--- src/rtl/gol_gen_sequencer.sv ---
// -----------------------------------------------------------------------------
// gol_gen_sequencer
//
// Purpose:
//   Sequences one Game of Life generation. The grid is swept row by row through
//   a request/acknowledge handshake with the row-update datapath. After the
//   last row is acknowledged, a one-cycle commit pulse swaps the current and
//   next grid buffers.
//
//   A generation is started in one of two ways:
//     - by a tick from the update-interval timer while in free-run mode, or
//     - by a single-step pulse while free-run mode is off.
//   A load pulse makes the grid memory latch a new pattern and clears the
//   generation counter. Requests that arrive while the sequencer is busy are
//   dropped.
//
// Ports:
//   i_clk        system clock
//   i_reset      synchronous, active-high reset
//   i_run        level: free-run mode, one generation per i_tick
//   i_step       pulse: request one generation (ignored while i_run=1)
//   i_tick       pulse: update-interval tick
//   i_load       pulse: load a pattern and clear the generation count
//   i_row_ack    datapath finished the row at o_row_addr (only while o_row_req)
//   o_row_req    request to compute the row at o_row_addr
//   o_row_addr   row currently requested
//   o_commit     pulse: swap the current/next grid buffers
//   o_load_en    pulse: grid memory latches the input pattern
//   o_busy       high whenever the sequencer is not idle
//   o_gen_count  completed generations since the last reset or load
// -----------------------------------------------------------------------------
module gol_gen_sequencer #(
    parameter int ROWS  = 16,
    parameter int ROW_W = 4,
    parameter int GEN_W = 16
) (
    input  logic             i_clk,
    input  logic             i_reset,
    input  logic             i_run,
    input  logic             i_step,
    input  logic             i_tick,
    input  logic             i_load,
    input  logic             i_row_ack,
    output logic             o_row_req,
    output logic [ROW_W-1:0] o_row_addr,
    output logic             o_commit,
    output logic             o_load_en,
    output logic             o_busy,
    output logic [GEN_W-1:0] o_gen_count
);

    typedef enum logic [1:0] {
        ST_IDLE   = 2'd0,
        ST_REQ    = 2'd1,
        ST_COMMIT = 2'd2,
        ST_LOAD   = 2'd3
    } state_t;

    localparam logic [ROW_W-1:0] LAST_ROW = ROW_W'(ROWS - 1);

    state_t             r_state;
    logic               r_row_req;
    logic [ROW_W-1:0]   r_row_addr;
    logic               r_commit;
    logic               r_load_en;
    logic               r_busy;
    logic [GEN_W-1:0]   r_gen_count;

    // A generation trigger: a tick in free-run mode, or a step when not running.
    // A step while running is ignored, so tick+step with run=1 starts one sweep.
    logic w_trigger;
    assign w_trigger = (i_run & i_tick) | (i_step & ~i_run);

    // Sequencer FSM; every output is a register updated alongside the state.
    // The counter changes at the same edge as the pulse that announces it, so
    // the displayed count and the commit/load pulse are always consistent.
    always_ff @(posedge i_clk) begin
        if (i_reset) begin
            r_state     <= ST_IDLE;
            r_row_req   <= 1'b0;
            r_row_addr  <= '0;
            r_commit    <= 1'b0;
            r_load_en   <= 1'b0;
            r_busy      <= 1'b0;
            r_gen_count <= '0;
        end else begin
            case (r_state)
                ST_IDLE: begin
                    r_commit  <= 1'b0;
                    r_load_en <= 1'b0;
                    r_row_req <= 1'b0;
                    if (i_load) begin
                        // Load has priority and swallows any coincident trigger.
                        r_state     <= ST_LOAD;
                        r_load_en   <= 1'b1;
                        r_busy      <= 1'b1;
                        r_row_addr  <= '0;
                        r_gen_count <= '0;
                    end else if (w_trigger) begin
                        r_state    <= ST_REQ;
                        r_row_req  <= 1'b1;
                        r_row_addr <= '0;
                        r_busy     <= 1'b1;
                    end else begin
                        r_state <= ST_IDLE;
                        r_busy  <= 1'b0;
                    end
                end

                ST_REQ: begin
                    // No timeout: the request is held until the datapath acks.
                    if (i_row_ack) begin
                        if (r_row_addr == LAST_ROW) begin
                            r_state     <= ST_COMMIT;
                            r_row_req   <= 1'b0;
                            r_row_addr  <= '0;
                            r_commit    <= 1'b1;
                            r_gen_count <= r_gen_count + GEN_W'(1);
                        end else begin
                            r_row_addr <= r_row_addr + ROW_W'(1);
                        end
                    end else begin
                        r_row_addr <= r_row_addr;
                    end
                end

                ST_COMMIT: begin
                    r_state  <= ST_IDLE;
                    r_commit <= 1'b0;
                    r_busy   <= 1'b0;
                end

                ST_LOAD: begin
                    r_state   <= ST_IDLE;
                    r_load_en <= 1'b0;
                    r_busy    <= 1'b0;
                end

                default: begin
                    r_state    <= ST_IDLE;
                    r_row_req  <= 1'b0;
                    r_row_addr <= '0;
                    r_commit   <= 1'b0;
                    r_load_en  <= 1'b0;
                    r_busy     <= 1'b0;
                end
            endcase
        end
    end

    assign o_row_req   = r_row_req;
    assign o_row_addr  = r_row_addr;
    assign o_commit    = r_commit;
    assign o_load_en   = r_load_en;
    assign o_busy      = r_busy;
    assign o_gen_count = r_gen_count;

endmodule
--- config.mk ---
export PLATFORM = sky130hd
export DESIGN_NAME = gol_gen_sequencer
export DESIGN_NICKNAME = d
export VERILOG_FILES = /design/src/rtl/gol_gen_sequencer.sv
export SDC_FILE = /design/constraint.sdc
export NUM_CORES = 1
export LEC_CHECK = 0
export BUFFER_PORTS_ARGS = -buffer_cell sky130_fd_sc_hd__buf_2
export CAP_MARGIN = 30
export CORE_MARGIN = 5
export CORE_UTILIZATION = 53
export CTS_CLUSTER_SIZE = 30
export DETAILED_ROUTE_END_ITERATION = 7
export PLACE_DENSITY_LB_ADDON = 0.3
export RECOVER_POWER = 50
export SYNTH_ARGS = -nofsm -noshare
export SYNTH_HDL_FRONTEND = slang
export SYNTH_SLANG_ARGS = --single-unit
--- constraint.sdc ---
create_clock -name i_clk -period 2.2 [get_ports i_clk]
set_input_delay 0.11 -clock i_clk [delete_from_list [all_inputs] [get_ports i_clk]]
set_output_delay 0.11 -clock i_clk [all_outputs]
set_load 0.03 [all_outputs]
**Word level (Yosys, flattened, before mapping)**

Index checks and enable logic that the tools add are counted.

- Bits in registers: 26
- Input bits: 7
- Output and inout bits: 24
- Word-level logic and storage cells: 59

- $add $sub $neg: 2
- Equality and inequality tests: 8
- Multiplexer cells: 26
- Bitwise operators: 4
- Reductions and logical operators: 12

Operator list:

| cell | count |
|---|---|
| $mux 16 | 3 |
| $pmux 16 s2 | 1 |
| $add 16x1->16 const B | 1 |
| $mux 4 | 4 |
| $mux 1 | 9 |
| $reduce_and 3->1 | 3 |
| $pmux 1 s2 | 4 |
| $pmux 4 s2 | 1 |
| $reduce_bool 2->1 | 4 |
| $mux 2 | 3 |
| $ne 2x2->1 const B | 3 |
| $pmux 2 s3 | 1 |
| $add 4x1->4 const B | 1 |
| $eq 2x2->1 const B | 2 |
| $eq 4x4->1 const B | 1 |
| $reduce_and 4->1 | 1 |
| $reduce_or 2->1 | 2 |
| $ne 3x3->1 const B | 1 |
| $and 1x1->1 | 2 |
| $eq 2x1->1 const B | 1 |
| $logic_not 2->1 | 1 |
| $reduce_and 2->1 | 1 |
| $not 1->1 | 1 |
| $or 1x1->1 | 1 |

**Depth between registers and ports, before layout**

- Depth after elaboration: 6
- Gate-level depth with buffers: 8

**Least setup slack after synthesis**

OpenSTA, ideal clock, no wires.

- Kind: register -> register
- Start: register r_row_addr[0], in the netlist o_row_addr[0]
- End: register r_gen_count[12], in the netlist o_gen_count[12]
- Library setup time: 0.116 ns
- Data arrival time: 1.856 ns
- Data required time: 2.084 ns
- Slack: 0.228 ns
- Stages on the path, launching flop included: 6
- Buffers on the path: 0
- Clock period less this slack: 1.972 ns
- Cells stage by stage: dfxtp_1 ha_1 nand4_2 a211oi_4 a311oi_1 a41o_1

- Cells in the longest elaborated chain, start to end: 3

RTL lines:

| what | RTL line | RTL |
|---|---|---|
| from (decl) | 63 | `logic [ROW_W-1:0] r_row_addr;` |
| from (signal assigned) | 120 | `r_row_addr <= r_row_addr + ROW_W'(1);` |
| from (signal assigned) | 123 | `r_row_addr <= r_row_addr;` |
| $eq 4x4->1 | 113 | `if (r_row_addr == LAST_ROW) begin` |
| $ne 2x2->1 (no source line) | -- |  |
| $reduce_and 4->1 (no source line) | -- |  |
| to (signal assigned) | 118 | `r_gen_count <= r_gen_count + GEN_W'(1);` |
| to (decl) | 67 | `logic [GEN_W-1:0] r_gen_count;` |

No other way between the ends.
A chain may end at the register's enable or synchronous reset.

**Worst setup path in the final report**

- Start: register r_state[0]
- End: register r_gen_count[12], in the netlist o_gen_count[12]

- Cells in the longest elaborated chain, start to end: 3

RTL lines:

| what | RTL line | RTL |
|---|---|---|
| from (decl) | 61 | `state_t r_state;` |
| from (signal assigned) | 79 | `r_state <= ST_IDLE;` |
| from (signal assigned) | 94 | `r_state <= ST_LOAD;` |
| from (signal assigned) | 100 | `r_state <= ST_REQ;` |
| $eq 2x1->1 or $logic_not 2->1 (tied branches) | 87 | `case (r_state)` |
| $ne 2x2->1 (no source line) or $reduce_bool 2->1 (tied branches) | -- |  |
| $reduce_and 4->1 (no source line) | -- |  |

Several ways; a longest one is shown, not always the timed one.

==> flow_summary.toml <==
[critical_path]
cp_data_arrival_time_ps = 2250
startpoint_type_of_the_worst_setup_path = "flip-flop"
crit_required_ps = 2440
end_kind = "flip-flop"
crit_type = "reg -> reg"
critical_path_peak_fanout = 9

[logic_synthesis]
post_synth_edffs = 0
count_of_distinct_cell_types_in_the_synthesized_netlist = 48
seq_area_frac_synth = 0.361
post_synth_instance_area_um2 = 1440
synth.largest_area_cell = "dfxtp_1"
synth.yosys.warnings = 0
synth_top_cell_area_share = 0.361
yosys_most_used_dff = "dfxtp_1"
synthArstFlopShare = 0
ys_top_cells_by_count = "dfxtp_1, nor2_1, a21oi_1, nand2_1, inv_1"
synth.top_cells.by_area = "dfxtp_1, ha_1, a21oi_1"
yosys.cell_count.top_type = "dfxtp_1"
synthCells = 166
synth_area_per_cell_um2 = 8.68
ys_seq_elements = 26
syn_nets = 180

[routing]
antenna_violating_nets_post_route = 0
routed_wirelength_um = 3260
routedWlPerCell_um = 14.3
initialDrtViolationCount = 77
vias_per_cell = 5.93
drtPass1Iterations = 4
drc_errors = 0
route.vias.total = 1353

[timing]
fin_crit_ps = 2010
final_hold_viol_count = 0
grt_setup_unrepaired = "false"
slew_violations = 0
relSlewSlack = 0.648
setup_viol_count_final = 0
post_route_setup_tns_ps = 0
min_period_over_period = 0.915
timing.fmax_mhz = 497
clock_skew_ps = 8.27
setup_ws_ps = 186
least_margin_pin_slew_ps = 513

[floorplanning]
die_w_um = 62.2
floorplan.initialDensity = 0.537
die_span_y_um = 62.2
core_area_um2 = 2690
std_cell_rows = 19
area_enclosed_by_the_die_boundary_um2 = 3860
boundaryPins = 31

[power]
peakVddDrop_mv = 0.501
power_per_cell_area_nw_per_um2 = 666
p_leak_nw = 0.575
power_mw = 1.08

[placed_design]
io_buffer_count = 30
dpl_worst_slack_ps = 220
gpl.final_weighted_congestion = 0.880
dpl_cell_area_um2 = 1620
dp.final_hpwl_um = 2470

[global_route]
grt_pass1_wl_um = 5690
maximum_number_of_pins_on_one_net_before_global_route_repair = 15
globalRouteTotalUtil = 0.171
grt_antenna_before_repair = 0
grt.overflow.total = 0
vias_in_the_first_global_route = 1359

[final_layout]
diodes = 0
final_area_um2 = 1630
finalCoreUtilization = 0.605
final_layout_size_suffix_gt1_frac = 0.127
flow.area_growth_from_synthesis_pct = 12.8
nets = 212

[clock_tree]
post_cts_clock_slew_at_the_launch_and_capture_registers_of_the_worst_setup_and_hold_paths_ps = 150
cts_resized = 0
clock_sink_total = 26
tritoncts = "built"
clkLatencyLatePin_ps = 320
ctsHtreeMaxLevel = 1
numCtsBuffers = 3
cell_at_the_root_of_the_clock_tree = "clkbuf_4"
cts_setup_buffers = 0
holdBufCountCts = 0
clock_tree.buffer_depth = 2

[run_status]
status = "complete, no violations"

[job]
drv.max_cap_violation_count = 0

[hold_path]
timing.hold.worst.class = "in -> reg"
-- through the flow --
stage               instances  hold slack [ps]
finish                    228             82.8
global route              228             79.3
CTS                       228             80.1
detailed placement        224              441
global placement          224              430
floorplan                 166              326
-- critical path, stage by stage (launching register included) --
cell,delay [ps]
dfxtp_1,440
inv_1,100
ha_1,300
mux2i_1,250
a211oi_4,450
a311oi_1,160
a41o_1,220
-- cell families after synthesis --
kind of cell / share of synthesized area
adders and majority gates: 0.0608
xor gates and xnor gates: 0.0425
AOI/OAI and AO/OA: 0.228
DFF: 0.361
muxes: 0.0243
buffers and inverters: 0.0521
and+or+nand+nor: 0.231
-- report_power, final --
group	switching [mW]	leakage, nW	internal, mW
Sequential	0.0235	0.211	0.495
Combinational	0.200	0.344	0.115
Clock	0.148	0.0210	0.101
Total	0.372	0.575	0.711
-- layout by cell type (no fill, tap or decap), types with 5 or more instances in the layout --
cell type	synthesis	layout
dfxtp_1	26	26
clkbuf_1	2	24
nor2_1	15	15
a21oi_1	14	14
nand2_1	12	12
inv_1	9	9
nand3_1	7	7
ha_1	7	7
buf_2	2	6
xnor2_1	5	5
nor3_1	5	5
o21ai_0	5	5
-- final timing paths --
check                     to  slack [ps]       startpoint  depth (start not counted)
max          o_gen_count[12]         190       r_state[0]                          6
min            o_row_addr[1]          80          i_reset                          2
max reg2reg  o_gen_count[12]         190       r_state[0]                          6
min reg2reg  o_gen_count[15]         510  o_gen_count[15]                          2
-- sequential cells by signal, indices dropped and copies added, names as in the netlist --
register     cells
o_gen_count     16
r_state          2
o_row_addr       4
o_busy           1
o_row_req        1
o_commit         1
o_load_en        1
-- routing by layer --
layer	track usage	vias to the layer above	wire, um
met2	0.317	38	1640
met3	0.0270	4	162
li1	-	673	-
met1	0.191	638	1420
met5	0	-	0
met4	0.0650	0	34
-- area by class of cell --
type	instances	area, um^2
sequential	26	520
clock buffer	4	36.3
tap	31	38.8
multi-input combinational	124	846
inverter	9	33.8
timing repair buffer	34	150
fill	268	1060
(Power assumes the default switching activity.)
